**src/rtl/dm_mult_responder_if.sv**
```systemverilog
// dm_mult_responder_if
// Bundles the Start/Ack job handshake and the data-memory port that the
// multiply responder owns.
//   Start     : host request (high = arm/hold, falling low = launch)
//   Ack       : job complete, held until the next Start high
//   Busy      : engine is loading, multiplying or storing
//   DataAddr  : data-memory address
//   ReadEn    : read strobe
//   WriteEn   : write strobe (memory writes on the rising edge)
//   WriteData : byte to write
//   DataIn    : combinational read data for DataAddr
// Modports:
//   master : host/memory side (drives Start and DataIn)
//   slave  : responder side (drives handshake status and memory port)
interface dm_mult_responder_if;
  logic       Start;
  logic       Ack;
  logic       Busy;
  logic [7:0] DataAddr;
  logic       ReadEn;
  logic       WriteEn;
  logic [7:0] WriteData;
  logic [7:0] DataIn;

  modport master (
    output Start, DataIn,
    input  Ack, Busy, DataAddr, ReadEn, WriteEn, WriteData
  );

  modport slave (
    input  Start, DataIn,
    output Ack, Busy, DataAddr, ReadEn, WriteEn, WriteData
  );
endinterface

```
**src/rtl/dm_mult_responder.sv**
```systemverilog
// dm_mult_responder
// Responder end of the Start/Ack job handshake. Once the host releases
// Start, the engine reads two 16-bit big-endian operands from data memory,
// multiplies them by sequential shift-add (one multiplier bit per cycle),
// writes the 32-bit product back most significant byte first and raises Ack.
// Ports:
//   Clk   : clock, all state updates on the rising edge
//   Reset : synchronous, active-high; clears all state
//   bus   : handshake + data-memory port (slave modport)
// Parameters:
//   A_ADDR / B_ADDR : MSB address of operand A / B (LSB at +1)
//   R_ADDR          : MSB address of the 4-byte result
module dm_mult_responder #(
  parameter logic [7:0] A_ADDR = 8'd1,
  parameter logic [7:0] B_ADDR = 8'd3,
  parameter logic [7:0] R_ADDR = 8'd5
) (
  input  logic               Clk,
  input  logic               Reset,
  dm_mult_responder_if.slave bus
);

  typedef enum logic [2:0] {
    S_IDLE,
    S_ARMED,
    S_LOAD,
    S_MUL,
    S_STORE,
    S_DONE
  } state_t;

  state_t      state_q, state_d;
  logic [3:0]  cnt_q, cnt_d;
  logic [15:0] a_q, a_d;
  logic [15:0] b_q, b_d;
  logic [31:0] p_q, p_d;
  logic [7:0]  addr_q, addr_d;
  logic [7:0]  wdata_q, wdata_d;
  logic        rd_q, rd_d;
  logic        wr_q, wr_d;
  logic        ack_q, ack_d;
  logic        busy_q, busy_d;

  logic [3:0]  cnt_inc;
  logic [31:0] partial;

  assign cnt_inc = cnt_q + 4'd1;
  // Shifted copy of A for the current multiplier bit.
  assign partial = b_q[cnt_q] ? ({16'd0, a_q} << cnt_q) : 32'd0;

  always_comb begin
    state_d = state_q;
    cnt_d   = cnt_q;
    a_d     = a_q;
    b_d     = b_q;
    p_d     = p_q;
    // Memory strobes/address default low so idle, armed, done and abort
    // cycles present a quiet bus.
    addr_d  = 8'd0;
    wdata_d = 8'd0;
    rd_d    = 1'b0;
    wr_d    = 1'b0;

    case (state_q)
      S_IDLE: begin
        if (bus.Start) state_d = S_ARMED;
      end

      S_ARMED: begin
        if (!bus.Start) begin
          state_d = S_LOAD;
          cnt_d   = 4'd0;
          addr_d  = A_ADDR;
          rd_d    = 1'b1;
        end
      end

      S_LOAD: begin
        if (bus.Start) begin
          state_d = S_ARMED;
        end else begin
          case (cnt_q[1:0])
            2'd0: a_d[15:8] = bus.DataIn;
            2'd1: a_d[7:0]  = bus.DataIn;
            2'd2: b_d[15:8] = bus.DataIn;
            default: b_d[7:0] = bus.DataIn;
          endcase
          if (cnt_q[1:0] == 2'd3) begin
            state_d = S_MUL;
            cnt_d   = 4'd0;
            p_d     = 32'd0;
          end else begin
            cnt_d = cnt_inc;
            rd_d  = 1'b1;
            case (cnt_inc[1:0])
              2'd1: addr_d = A_ADDR + 8'd1;
              2'd2: addr_d = B_ADDR;
              default: addr_d = B_ADDR + 8'd1;
            endcase
          end
        end
      end

      S_MUL: begin
        if (bus.Start) begin
          state_d = S_ARMED;
        end else begin
          p_d = p_q + partial;
          if (cnt_q == 4'd15) begin
            // Present the first result byte straight from the final sum so
            // the first write lands on the very next edge.
            state_d = S_STORE;
            cnt_d   = 4'd0;
            addr_d  = R_ADDR;
            wdata_d = p_d[31:24];
            wr_d    = 1'b1;
          end else begin
            cnt_d = cnt_inc;
          end
        end
      end

      S_STORE: begin
        if (bus.Start) begin
          state_d = S_ARMED;
        end else if (cnt_q[1:0] == 2'd3) begin
          state_d = S_DONE;
        end else begin
          cnt_d  = cnt_inc;
          addr_d = R_ADDR + {4'd0, cnt_inc};
          wr_d   = 1'b1;
          case (cnt_inc[1:0])
            2'd1: wdata_d = p_q[23:16];
            2'd2: wdata_d = p_q[15:8];
            default: wdata_d = p_q[7:0];
          endcase
        end
      end

      S_DONE: begin
        if (bus.Start) state_d = S_ARMED;
      end

      default: state_d = S_IDLE;
    endcase

    busy_d = (state_d == S_LOAD) || (state_d == S_MUL) || (state_d == S_STORE);
    ack_d  = (state_d == S_DONE);
  end

  always_ff @(posedge Clk) begin
    if (Reset) begin
      state_q <= S_IDLE;
      cnt_q   <= 4'd0;
      a_q     <= 16'd0;
      b_q     <= 16'd0;
      p_q     <= 32'd0;
      addr_q  <= 8'd0;
      wdata_q <= 8'd0;
      rd_q    <= 1'b0;
      wr_q    <= 1'b0;
      ack_q   <= 1'b0;
      busy_q  <= 1'b0;
    end else begin
      state_q <= state_d;
      cnt_q   <= cnt_d;
      a_q     <= a_d;
      b_q     <= b_d;
      p_q     <= p_d;
      addr_q  <= addr_d;
      wdata_q <= wdata_d;
      rd_q    <= rd_d;
      wr_q    <= wr_d;
      ack_q   <= ack_d;
      busy_q  <= busy_d;
    end
  end

  assign bus.Ack       = ack_q;
  assign bus.Busy      = busy_q;
  assign bus.DataAddr  = addr_q;
  assign bus.ReadEn    = rd_q;
  assign bus.WriteEn   = wr_q;
  assign bus.WriteData = wdata_q;

endmodule

```
**src/flat_wrapper.sv**
```systemverilog
// flat-port wrapper written by rule: the top's interface ports become plain ports
module dm_mult_responder_flat 
#(
  parameter logic [7:0] A_ADDR = 8'd1,
  parameter logic [7:0] B_ADDR = 8'd3,
  parameter logic [7:0] R_ADDR = 8'd5
)
  (Clk, Reset, bus_Start, bus_DataIn, bus_Ack, bus_Busy, bus_DataAddr, bus_ReadEn, bus_WriteEn, bus_WriteData);
  dm_mult_responder_if bus_i ();
  input  logic Clk;
  input  logic Reset;
  input wire logic [$bits(bus_i.Start)-1:0] bus_Start;
  input wire logic [$bits(bus_i.DataIn)-1:0] bus_DataIn;
  output wire logic [$bits(bus_i.Ack)-1:0] bus_Ack;
  output wire logic [$bits(bus_i.Busy)-1:0] bus_Busy;
  output wire logic [$bits(bus_i.DataAddr)-1:0] bus_DataAddr;
  output wire logic [$bits(bus_i.ReadEn)-1:0] bus_ReadEn;
  output wire logic [$bits(bus_i.WriteEn)-1:0] bus_WriteEn;
  output wire logic [$bits(bus_i.WriteData)-1:0] bus_WriteData;
  assign bus_i.Start = bus_Start;
  assign bus_i.DataIn = bus_DataIn;
  assign bus_Ack = bus_i.Ack;
  assign bus_Busy = bus_i.Busy;
  assign bus_DataAddr = bus_i.DataAddr;
  assign bus_ReadEn = bus_i.ReadEn;
  assign bus_WriteEn = bus_i.WriteEn;
  assign bus_WriteData = bus_i.WriteData;
  dm_mult_responder #(.A_ADDR(A_ADDR), .B_ADDR(B_ADDR), .R_ADDR(R_ADDR)) u_core (.Clk(Clk), .Reset(Reset), .bus(bus_i));
endmodule
```
**config.mk**
```make
export PLATFORM = sky130hd
export DESIGN_NAME = dm_mult_responder_flat
export DESIGN_NICKNAME = d
export VERILOG_FILES = /design/src/rtl/dm_mult_responder_if.sv /design/src/rtl/dm_mult_responder.sv /design/src/flat_wrapper.sv
export SDC_FILE = /design/constraint.sdc
export NUM_CORES = 1
export LEC_CHECK = 0
export ABC_AREA = 1
export CAP_MARGIN = 40
export CORE_ASPECT_RATIO = 0.8
export CORE_MARGIN = 1
export CORE_UTILIZATION = 57
export CTS_CLUSTER_SIZE = 8
export DETAILED_ROUTE_END_ITERATION = 8
export GPL_TIMING_DRIVEN = 0
export PLACE_DENSITY_LB_ADDON = 0.08
export SLEW_MARGIN = 20
export SYNTH_ARGS = -nofsm -noshare
export SYNTH_HDL_FRONTEND = slang
export SYNTH_SLANG_ARGS = --single-unit
```
**constraint.sdc**
```tcl
create_clock -name Clk -period 7.85 [get_ports Clk]
set_clock_uncertainty 0.05 [all_clocks]
set_input_delay 0.785 -clock Clk [delete_from_list [all_inputs] [get_ports Clk]]
set_output_delay 0.785 -clock Clk [all_outputs]
set_load 0.01 [all_outputs]
```
# After elaboration in Yosys (flattened, before gate mapping)
# Index checks and enable logic that the tools add are counted.
# W data, S select, Z words.
# classes
bitwise,2
n_lt_le_gt_ge,1
n_mux,46
reduce_logical,14
n_eq_ne,21
add_sub_neg,3
div,0
multipliers,0
shifts,1
# ops
op,n
$mux W32,4
$mux W8,9
$pmux W32 S2,1
$add A32 B32 Y32,1
$pmux W8 S2,2
$pmux W8 S4,1
$shl A16 B4 Y32,1
$mux W4,7
$mux W3,9
$pmux W4 S4,1
$pmux W3 S5,1
$eq A3 B2 Y1 const B,4
$eq A3 B3 Y1 const B,4
$reduce_and A3 Y1,4
$ne A2 B2 Y1 const B,5
$mux W1,7
$eq A2 B2 Y1 const B,3
$pmux W3 S2,1
$reduce_and A6 Y1,1
$add A3 B4 Y5 const A,1
$lt A4 B5 Y1 const B,1
$add A4 B1 Y4 const B,1
$bmux W1 S4,1
$eq A2 B1 Y1 const B,2
13 further kinds,16
# word_totals
latch_bits,0
in_bits,11
mem_bits_rw,0
out_inout_bits,20
memories,0
reg_bits,91
mem_bits_ro,0
word_cells,101

# Longest topological paths before layout
# Gate-level depths: netlist (run 1).
# depth
ltp_word,7
depth_mapped,25
ltp_nobuf,23

# Least setup slack after synthesis (run 1)
# No wires, ideal clock.
# synth_path
path_kind,register to register
start,register u_core.cnt_q[0]
end,register u_core.wdata_q[5] (netlist: u_core.bus.WriteData[5])
path_stages_with_launch,21
synth_period_minus_slack_ps,2757
setup_time_ps,132
slack_ps,5093
arrival_time_ps,2575
required_ps,7668
n_path_buf,2
path_cell_list,dfxtp_1 inv_2 buf_4 buf_4 o21ai_1 mux2i_1 nand2_1 o21ai_1 o211ai_1 inv_1 ha_1 nand2_1 nor2_1 and2_1 nand2_1 nand2_1 nand2_1 nand2_1 nand2_1 nand3_1 a21oi_1
# synth_between
elab_chain_cells,7
elab_cells_between_ends,16
classes_between,2 x add/sub; 4 x eq/ne; 1 x shift; 9 x mux
# synth_lines
element,line,text
from (decl),dm_mult_responder.sv:33,"logic [3:0] cnt_q, cnt_d;"
from (signal assigned),dm_mult_responder.sv:166,cnt_q <= cnt_d;
$bmux W1 S4,dm_mult_responder.sv:49,"assign partial = b_q[cnt_q] ? ({16'd0, a_q} << cnt_q) : 32'd0;"
$mux W1 (not written as such),dm_mult_responder.sv:49,
$mux W32,dm_mult_responder.sv:49,
$add A32 B32 Y32,dm_mult_responder.sv:108,p_d = p_q + partial;
$mux W8,dm_mult_responder.sv:109,if (cnt_q == 4'd15) begin
$mux W8,dm_mult_responder.sv:105,if (bus.Start) begin
$pmux W8 S2 (*),dm_mult_responder.sv:64,case (state_q)
to (signal assigned),dm_mult_responder.sv:171,wdata_q <= wdata_d;
to (decl),dm_mult_responder.sv:38,"logic [7:0] wdata_q, wdata_d;"
# Mark *: on every way between the ends. The rest lies on a longest branch, timed or not. The select of a mux whose other input is x is not followed.
# A chain may end at the register's enable or synchronous reset.

# Worst setup path after layout (run 1)
# layout_path
start,register u_core.cnt_q[1]
end,register u_core.wdata_q[5] (netlist: u_core.bus.WriteData[5])
# Same word-level chain as after synthesis.

==> results.yml, run 1 <==
cells_and_area:
  nFillCells: 1154
  nets: 1288
  drive_gt1_frac: 0.0532
  area_growth_syn_to_layout_pct: 10.5
  diodes: 0
  final_common_cell: "nand2_1"
  final_cell_mix: "nand2_1, inv_1, nor2_1, a21oi_1, dfxtp_1"
synth:
  syn_avg_cell_area_um2: 5.86
  ys_seq_area_frac: 0.251
  synthXorXnorAreaFrac: 0.00250
  synthDominantCellAreaShare: 0.251
  synth_largest_area_cell: "dfxtp_1"
  synth_simple_gate_area_frac: 0.360
  synth_seq_cells: 88
  synth_mux_area_frac: 0.0128
  synth-adder-area-share: 0.0742
  yosysWarnings: 0
  synth_compound_area_frac: 0.172
  async_flop_share: 0
  synth_ff_type: "dfxtp_1"
  synth_top_family_by_area: "simple AND/OR/NAND/NOR gates"
  synth_cell_types: 43
  synthTopCellsByArea: "dfxtp_1, nand2_1, inv_1"
  synthCells: 1197
  synth_edf_count: 0
  syn_area_um2: 7020
cts:
  cts.hold.buffers_added: 0
  numCtsBuffers: 9
  path_clk_slew_ns: 0.07
  cts_root_buffer: "clkbuf_16"
  ctsResizeCount: 0
  cts.htree.levels: 3
  cts_sinks: 88
  clockBufferDepth: 2
  clk-insertion-delay-late_ns: 0.35
  post_cts_buffers: 0
  cts_tree: "built"
route:
  num_vias: 7768
  antenna_left: 0
  wl_per_cell_um: 15.6
  drc_errors: 0
  first_pass_iters: 5
  drt_iter0_drc: 927
  via_per_inst: 5.59
  drt_wl_total_um: 21700
floorplanning:
  ioPinCount: 31
  die_h_um: 101
  placementRows: 35
  fp.dieW_um: 126
  coreArea_um2: 11700
  initial_utilization: 0.598
  fp.dieArea_um2: 12800
sta:
  finalHoldViolCount: 0
  post-route-period-util: 0.496
  slew_headroom: 0.576
  post-route-min-period_ns: 3.89
  rsz0062_at_grt: "no"
  fin_ws_ns: 3.96
  worst_slew_pin_slew_ns: 0.636
  fmax_mhz: 257
  slew_violations: 0
  finalSetupViolCount: 0
  fin_setup_tns_ns: 0
grt:
  grt_util_met3: 0.0951
  use_met1: 0.532
  use_met2: 0.457
  busiest_layer: "met1"
  grt-ovfl-total: 0
  antenna_found_initial: 0
  grt_usage: 0.346
  grt_pass1_vias: 6571
  grt_max_degree: 17
  grt_pass1_wl_um: 34200
placed_design:
  port_buffers: 25
  place_ws_ns: 4.18
  hpwl_um: 17400
  gp_congestion: 1.02
setup_path:
  rr_worst_depth: 17
  path_max_fanout: 10
  crit_type: "flip-flop to flip-flop"
  cp-start-kind: "flip-flop"
  critPathLaunch: "u_core.cnt_q[1]$_SDFFE_PP0P_"
  r2r_start: "u_core.cnt_q[1]$_SDFFE_PP0P_"
  crit_required_ns: 8.08
  timing.rr.end: "u_core.bus.WriteData[5]$_SDFF_PP0_"
  end_kind: "flip-flop"
  rrSetupSlack_ns: 3.96
  cp.arrival_ns: 4.12
pwr:
  peakVddDrop_mv: 0.101
  p_leak_nw: 3.77
  power_density_nw_per_um2: 123
worst_hold_path:
  min_path_type: "flip-flop to flip-flop"
  hold_end: "u_core.p_q[30]$_SDFFE_PP0P_"
  holdPathStages: 2
  worstHoldStart: "u_core.p_q[30]$_SDFFE_PP0P_"
flow_run:
  drv_cap: 0
status:
  status: "complete, no violations"
[metal layers]
layer  routed length [um]  part of all wire
met5                    0                 0
met4                  413             0.019
met3                 2560              0.12
met2                 8150              0.37
met1                10600              0.49
[sequential cells by signal, indices dropped and copies added (netlist names)]
name,count
u_core.p_q,32
u_core.bus.ReadEn,1
u_core.b_q,16
u_core.a_q,16
u_core.bus.DataAddr,5
u_core.bus.Ack,1
u_core.state_q,3
u_core.cnt_q,4
u_core.bus.Busy,1
u_core.bus.WriteEn,1
u_core.bus.WriteData,8
[synth_stat cells (2+ instances only)]
master,n
dfxtp_1,88
or2_2,3
nor2_1,122
and2_1,2
o21ai_0,66
nand3_2,5
buf_6,3
nand4_1,4
mux2i_1,9
o21ai_1,37
nand3_1,70
nor3_1,5
o21ai_2,2
buf_1,4
nand2_1,382
buf_2,7
buf_4,7
xor2_1,2
a21o_1,2
a31oi_1,9
o211ai_1,8
a21oi_1,94
o21bai_1,3
a21oi_2,2
ha_1,40
clkbuf_1,21
inv_2,9
inv_1,170
nor3_2,2
or2_1,2
nand3b_1,4
nor2_4,2
[worst max-delay path, cell delays in order, from the launching register on]
cell	delay [ns]
dfxtp_1	0.45
buf_2	0.28
buf_1	0.40
nand2_1	0.12
o21ai_1	0.13
o21ai_1	0.15
o211ai_1	0.20
inv_1	0.06
ha_1	0.36
nand2_1	0.14
nor2_1	0.36
and2_1	0.18
nand2_1	0.05
nand2_1	0.25
nand2_1	0.13
nand3_1	0.11
nand3_1	0.17
a21oi_1	0.21
[area by class of cell]
cell class              count  area (um^2)  area share
clock inverters             7         55.1     0.00710
plain buffers              42          215      0.0278
clock buffers               9          225      0.0291
well taps                 148          185      0.0239
flip-flops and latches     88         1760       0.227
inverters                 180          678      0.0875
multi-input cells         889         4370       0.564
repair buffers             26          262      0.0337
[stage by stage]
step | utilization | power (mW) | hold slack, ns | area [um^2] | std cells
6_report | 0.660 | 0.952 | 0.422 | 7750 | 1389
5_1_grt | 0.660 | 0.977 | 0.434 | 7750 | 1389
3_5_place_dp | 0.636 | 0.538 | 0.410 | 7460 | 1372
2_1_floorplan | - | 0.513 | 0.380 | 7020 | 1199
3_3_place_gp | 0.636 | 0.537 | 0.399 | 7460 | 1372
4_1_cts | 0.659 | 0.948 | 0.418 | 7740 | 1388
[kinds of logic (layout without fill, tap and decap cells)]
| group | count (synthesis) | in the layout |
|---|---|---|
| and+or+nand+nor | 608 | 608 |
| AOI/OAI and AO/OA | 226 | 226 |
| buffers and inverters | 222 | 264 |
| DFF | 88 | 88 |
| adders and majority gates | 41 | 41 |
| muxes | 9 | 9 |
| xor gates and xnor gates | 2 | 2 |
| other | 1 | 3 |
[how the worst max path moves through the flow]
stage,endpoint,slack (ns),depth (start not counted)
after floorplan,u_core.bus.WriteData[5]$_SDFF_PP0_,5.09,20
after global placement,u_core.bus.WriteData[5]$_SDFF_PP0_,4.17,17
after detailed placement,u_core.bus.WriteData[5]$_SDFF_PP0_,4.18,17
after CTS,u_core.bus.WriteData[5]$_SDFF_PP0_,4.16,17
after global routing,u_core.bus.WriteData[5]$_SDFF_PP0_,3.76,17
final,u_core.bus.WriteData[5]$_SDFF_PP0_,3.96,17
[report_power, final]
group / internal (mW) / switching (mW) / total, mW
combinational: 0.0229 / 0.0538 / 0.0766
sequential: 0.450 / 0.00377 / 0.454
clock: 0.218 / 0.203 / 0.421
(Power assumes the default switching activity.)
==> run 2: changes to the inputs <==
Clock period 7.85 ns to 3.77 ns, I/O delays scaled along.
==> results.yml, run 2 (same netlist as run 1, synthesis figures left out) <==
pwr:
  power_density_nw_per_um2: 256
  peakVddDrop_mv: 0.210
  p_leak_nw: 3.78
sta:
  holdWs_ns: 0.422
  post-route-min-period_ns: 3.57
  fmax_mhz: 280
  fin_ws_ns: 0.200
  finalSetupViolCount: 0
  slew_headroom: 0.553
  slew_violations: 0
  worst_slew_pin_slew_ns: 0.670
  rsz0062_at_grt: "no"
  finalHoldViolCount: 0
  post-route-period-util: 0.947
  fin_setup_tns_ns: 0
route:
  first_pass_iters: 5
  antenna_left: 0
  drt_iter0_drc: 888
  drc_errors: 0
  num_vias: 7751
  drt_wl_total_um: 21800
  wl_per_cell_um: 15.7
  via_per_inst: 5.58
cts:
  clockBufferDepth: 2
  cts_tree: "built"
  numCtsBuffers: 9
  clk-insertion-delay-late_ns: 0.35
  cts.hold.buffers_added: 0
  cts.htree.levels: 3
  path_clk_slew_ns: 0.07
  cts_sinks: 88
  cts_root_buffer: "clkbuf_16"
flow_run:
  drv_cap: 0
worst_hold_path:
  min_path_type: "flip-flop to flip-flop"
cells_and_area:
  multi_input_area_um2: 4380
  largest_reg_flops: 32
  diodes: 0
  drive_gt1_frac: 0.0572
  nets: 1288
  seq_area_um2: 1760
  area_growth_syn_to_layout_pct: 10.7
  nFillCells: 1153
  reg_top3: "u_core.p_q x32, u_core.a_q x16, u_core.b_q x16"
  design_area_um2: 7760
  final_common_cell: "nand2_1"
  largest-register: "u_core.p_q"
  final_cell_mix: "nand2_1, inv_1, nor2_1, a21oi_1, dfxtp_1"
  utilization: 0.662
setup_path:
  crit_required_ns: 3.99
  cp.arrival_ns: 3.79
  end_kind: "flip-flop"
  cp-start-kind: "flip-flop"
  path_max_fanout: 13
  crit_type: "flip-flop to flip-flop"
floorplanning:
  ioPinCount: 31
  fp.dieW_um: 126
  placementRows: 35
  fp.dieArea_um2: 12800
  initial_utilization: 0.598
  coreArea_um2: 11700
  die_h_um: 101
grt:
  antenna_found_initial: 0
  grt_pass1_vias: 6571
  grt_pass1_wl_um: 34200
  grt-ovfl-total: 0
  grt_usage: 0.346
  grt_max_degree: 17
placed_design:
  placed_area_um2: 7460
  hpwl_um: 17400
  place_ws_ns: 0.104
  port_buffers: 25
  gp_congestion: 1.02
status:
  status: "complete, no violations"
[run 2: changes by cell type in the layout (fill, tap and decap cells not counted), sizes merged]
cell    previous run  this run
clkbuf            30        32
buf               22        20
[run 2: cell type report]
type	instances	area share
plain buffers	42	0.0284
clock inverters	7	0.00709
flip-flops and latches	88	0.227
clock buffers	9	0.0290
well taps	148	0.0238
inverters	180	0.0873
multi-input cells	889	0.563
repair buffers	26	0.0337
[run 2: repair_timing]
action | in CTS | in global routing
buffers inserted | 0 | 0
setup endpoints to repair | 0 | 24
gates resized for setup | 0 | 8
[run 2: final timing paths]
check / start / to / slack (ns) / depth (start not counted)
worst min-delay path: u_core.p_q[30]$_SDFFE_PP0P_ / u_core.p_q[30]$_SDFFE_PP0P_ / 0.42 / 2
worst max-delay path: u_core.cnt_q[0]$_SDFFE_PP0P_ / u_core.bus.WriteData[5]$_SDFF_PP0_ / 0.20 / 19
worst max register to register: u_core.cnt_q[0]$_SDFFE_PP0P_ / u_core.bus.WriteData[5]$_SDFF_PP0_ / 0.20 / 19
worst min register to register: u_core.p_q[30]$_SDFFE_PP0P_ / u_core.p_q[30]$_SDFFE_PP0P_ / 0.42 / 2
[run 2: metrics by stage]
stage          instances  power [mW]
2_1_floorplan       1199        1.07
3_3_place_gp        1372        1.12
3_5_place_dp        1372        1.12
4_1_cts             1388        1.97
5_1_grt             1389        2.03
6_report            1389        1.99
[run 2: where the power goes]
group	total, mW	leakage, nW	internal [mW]	switching, mW
clock network	0.880	0.132	0.454	0.427
registers	0.946	0.710	0.938	0.00788
logic	0.159	2.93	0.0476	0.112
total	1.99	3.78	1.44	0.546
[run 2: critical path, stage by stage (launching register included)]
cell and delay [ns]:
dfxtp_2 0.44, inv_2 0.05, buf_4 0.18, buf_4 0.20
o21ai_1 0.17, mux2i_1 0.13, nand2_1 0.07, o21ai_1 0.12
o211ai_1 0.20, inv_1 0.06, ha_1 0.36, nand2_1 0.17
nor2_4 0.21, and2_1 0.14, nand2_1 0.05, nand2_1 0.25
nand2_1 0.12, nand3_1 0.11, nand3_1 0.18, a21oi_1 0.22
[run 2: metal layers]
| layer | vias up | global-route usage | wire [um] |
|---|---|---|---|
| met5 | - | 0 | 0 |
| met4 | 0 | 0.0973 | 466 |
| met1 | 3448 | 0.532 | 10600 |
| met2 | 371 | 0.457 | 8160 |
| li1 | 3890 | - | - |
| met3 | 42 | 0.0951 | 2530 |
==> run 3: changes to the inputs <==
Settings changed: ABC_CLOCK_PERIOD_IN_PS set to 3770, CAP_MARGIN 40 to 20, CORE_UTILIZATION 57 to 58.
==> results.yml, run 3 (same netlist as run 1, synthesis figures left out) <==
grt:
  grt-ovfl-total: 0
  grt_pass1_wl_um: 34400
  antenna_found_initial: 0
  grt_pass1_vias: 6694
  grt_max_degree: 17
  grt_usage: 0.356
placed_design:
  place_ws_ns: 0.0119
  port_buffers: 25
  hpwl_um: 17600
  placed_area_um2: 7460
  gp_congestion: 1.03
cells_and_area:
  area_growth_syn_to_layout_pct: 11.5
  largest-register: "u_core.p_q"
  diodes: 0
  design_area_um2: 7820
  nFillCells: 1111
  final_cell_mix: "nand2_1, inv_1, nor2_1, a21oi_1, dfxtp_1"
  drive_gt1_frac: 0.0621
  multi_input_area_um2: 4400
  utilization: 0.672
  largest_reg_flops: 32
  nets: 1287
  final_common_cell: "nand2_1"
  seq_area_um2: 1760
  reg_top3: "u_core.p_q x32, u_core.a_q x16, u_core.b_q x16"
pwr:
  p_int_mw: 1.57
  p_sw_mw: 0.536
  pwr-share-clk: 0.476
  peakVddDrop_mv: 0.239
  total_power_mw: 2.11
  comb_power_share: 0.076
  pwr-share-seq: 0.449
  power_density_nw_per_um2: 270
  swShare: 0.254
  p_leak_nw: 3.80
floorplanning:
  fp.dieArea_um2: 12500
  coreArea_um2: 11600
  placementRows: 35
  initial_utilization: 0.602
  die_h_um: 100
  fp.dieW_um: 125
  ioPinCount: 31
cts:
  numCtsBuffers: 9
  cts.htree.levels: 3
  post_cts_buffers: 0
  clockBufferDepth: 2
  path_clk_slew_ns: 0.07
  cts.hold.buffers_added: 0
  cts_root_buffer: "clkbuf_16"
  cts_sinks: 88
  cts_tree: "built"
  clk-insertion-delay-late_ns: 0.35
route:
  drt_iter0_drc: 872
  via_per_inst: 5.58
  wl_per_cell_um: 15.9
  num_vias: 7751
  antenna_left: 0
  drc_errors: 9
  drt_wl_total_um: 22100
  first_pass_iters: 7
worst_hold_path:
  hold_end: "u_core.b_q[12]$_SDFFE_PP0P_"
  holdPathStages: 2
  worstHoldStart: "u_core.b_q[12]$_SDFFE_PP0P_"
  min_path_type: "flip-flop to flip-flop"
sta:
  fmax_mhz: 284
  finalHoldViolCount: 0
  worst_slew_pin_slew_ns: 0.686
  fin_ws_ns: 0.253
  slew_headroom: 0.539
  post-route-period-util: 0.933
  slew_violations: 0
  finalSetupViolCount: 0
  post-route-min-period_ns: 3.52
setup_path:
  cp.arrival_ns: 3.74
  rr_worst_depth: 19
  rrSetupSlack_ns: 0.25
  r2r_start: "u_core.cnt_q[0]$_SDFFE_PP0P_"
  crit_type: "flip-flop to flip-flop"
  end_kind: "flip-flop"
  timing.rr.end: "u_core.bus.WriteData[5]$_SDFF_PP0_"
  path_max_fanout: 13
  crit_required_ns: 3.99
  cp-start-kind: "flip-flop"
status:
  violations: "DRC"
  status: "finished, violations left"
flow_run:
  drv_cap: 0
## run 3: per-stage QoR
stage | hold WS [ns] | cells | setup TNS [ns]
after CTS | 0.408 | 1388 | 0
final | 0.410 | 1388 | 0
after detailed placement | 0.400 | 1372 | 0
after floorplan | 0.380 | 1199 | 0
after global routing | 0.424 | 1388 | -0.0242
after global placement | 0.396 | 1372 | 0
## run 3: what timing repair did
action                     4_1_cts  5_1_grt
setup endpoints to repair        1       25
hold endpoints to repair         0        0
resized for setup                1       14
## run 3: per-layer routing
metal  part of all wire  global-route usage  vias up
met2               0.40               0.501      374
li1                   -                   -     3873
met4             0.0098              0.0760        0
met3               0.13               0.105       22
met1               0.46               0.528     3482
met5                  0                   0        -
## run 3: power by group through the flow
stage	sequential [mW]	combinational [mW]	clock [mW]
3_5_place_dp	0.967	0.154	0
2_1_floorplan	0.966	0.101	0
6_report	0.946	0.160	1.00
3_3_place_gp	0.967	0.153	0
4_1_cts	0.945	0.155	0.998
5_1_grt	0.947	0.173	1.04
## run 3: cell type report
type / instances / area share
repair buffers: 25 / 0.0320
well taps: 148 / 0.0237
clock buffers: 9 / 0.0288
flip-flops and latches: 88 / 0.226
plain buffers: 42 / 0.0282
clock inverters: 7 / 0.0130
multi-input cells: 889 / 0.562
inverters: 180 / 0.0867
## run 3: critical path, stage by stage (launching register included)
cell and delay (ns):
dfxtp_2 0.45, inv_2 0.05, buf_4 0.18, buf_4 0.20
o21ai_1 0.20, o21ai_1 0.12, nand2_1 0.07, o21ai_0 0.16
o211ai_1 0.23, inv_1 0.08, ha_1 0.35, nand2_1 0.13
nor2_1 0.20, and2_1 0.15, nand2_1 0.06, nand2_2 0.14
nand2_1 0.11, nand3_1 0.10, nand3_1 0.17, a21oi_1 0.21
## run 3: worst max-delay path by stage
| stage | startpoint | to | slack, ns |
|---|---|---|---|
| after floorplan | u_core.cnt_q[0]$_SDFFE_PP0P_ | u_core.bus.WriteData[5]$_SDFF_PP0_ | 1.01 |
| after global placement | u_core.cnt_q[1]$_SDFFE_PP0P_ | u_core.bus.WriteData[6]$_SDFF_PP0_ | 0.01 |
| after detailed placement | u_core.cnt_q[1]$_SDFFE_PP0P_ | u_core.bus.WriteData[6]$_SDFF_PP0_ | 0.01 |
| after CTS | u_core.cnt_q[0]$_SDFFE_PP0P_ | u_core.bus.WriteData[6]$_SDFF_PP0_ | 0.007 |
| after global routing | u_core.cnt_q[0]$_SDFFE_PP0P_ | u_core.bus.WriteData[5]$_SDFF_PP0_ | -0.02 |
| final | u_core.cnt_q[0]$_SDFFE_PP0P_ | u_core.bus.WriteData[5]$_SDFF_PP0_ | 0.25 |
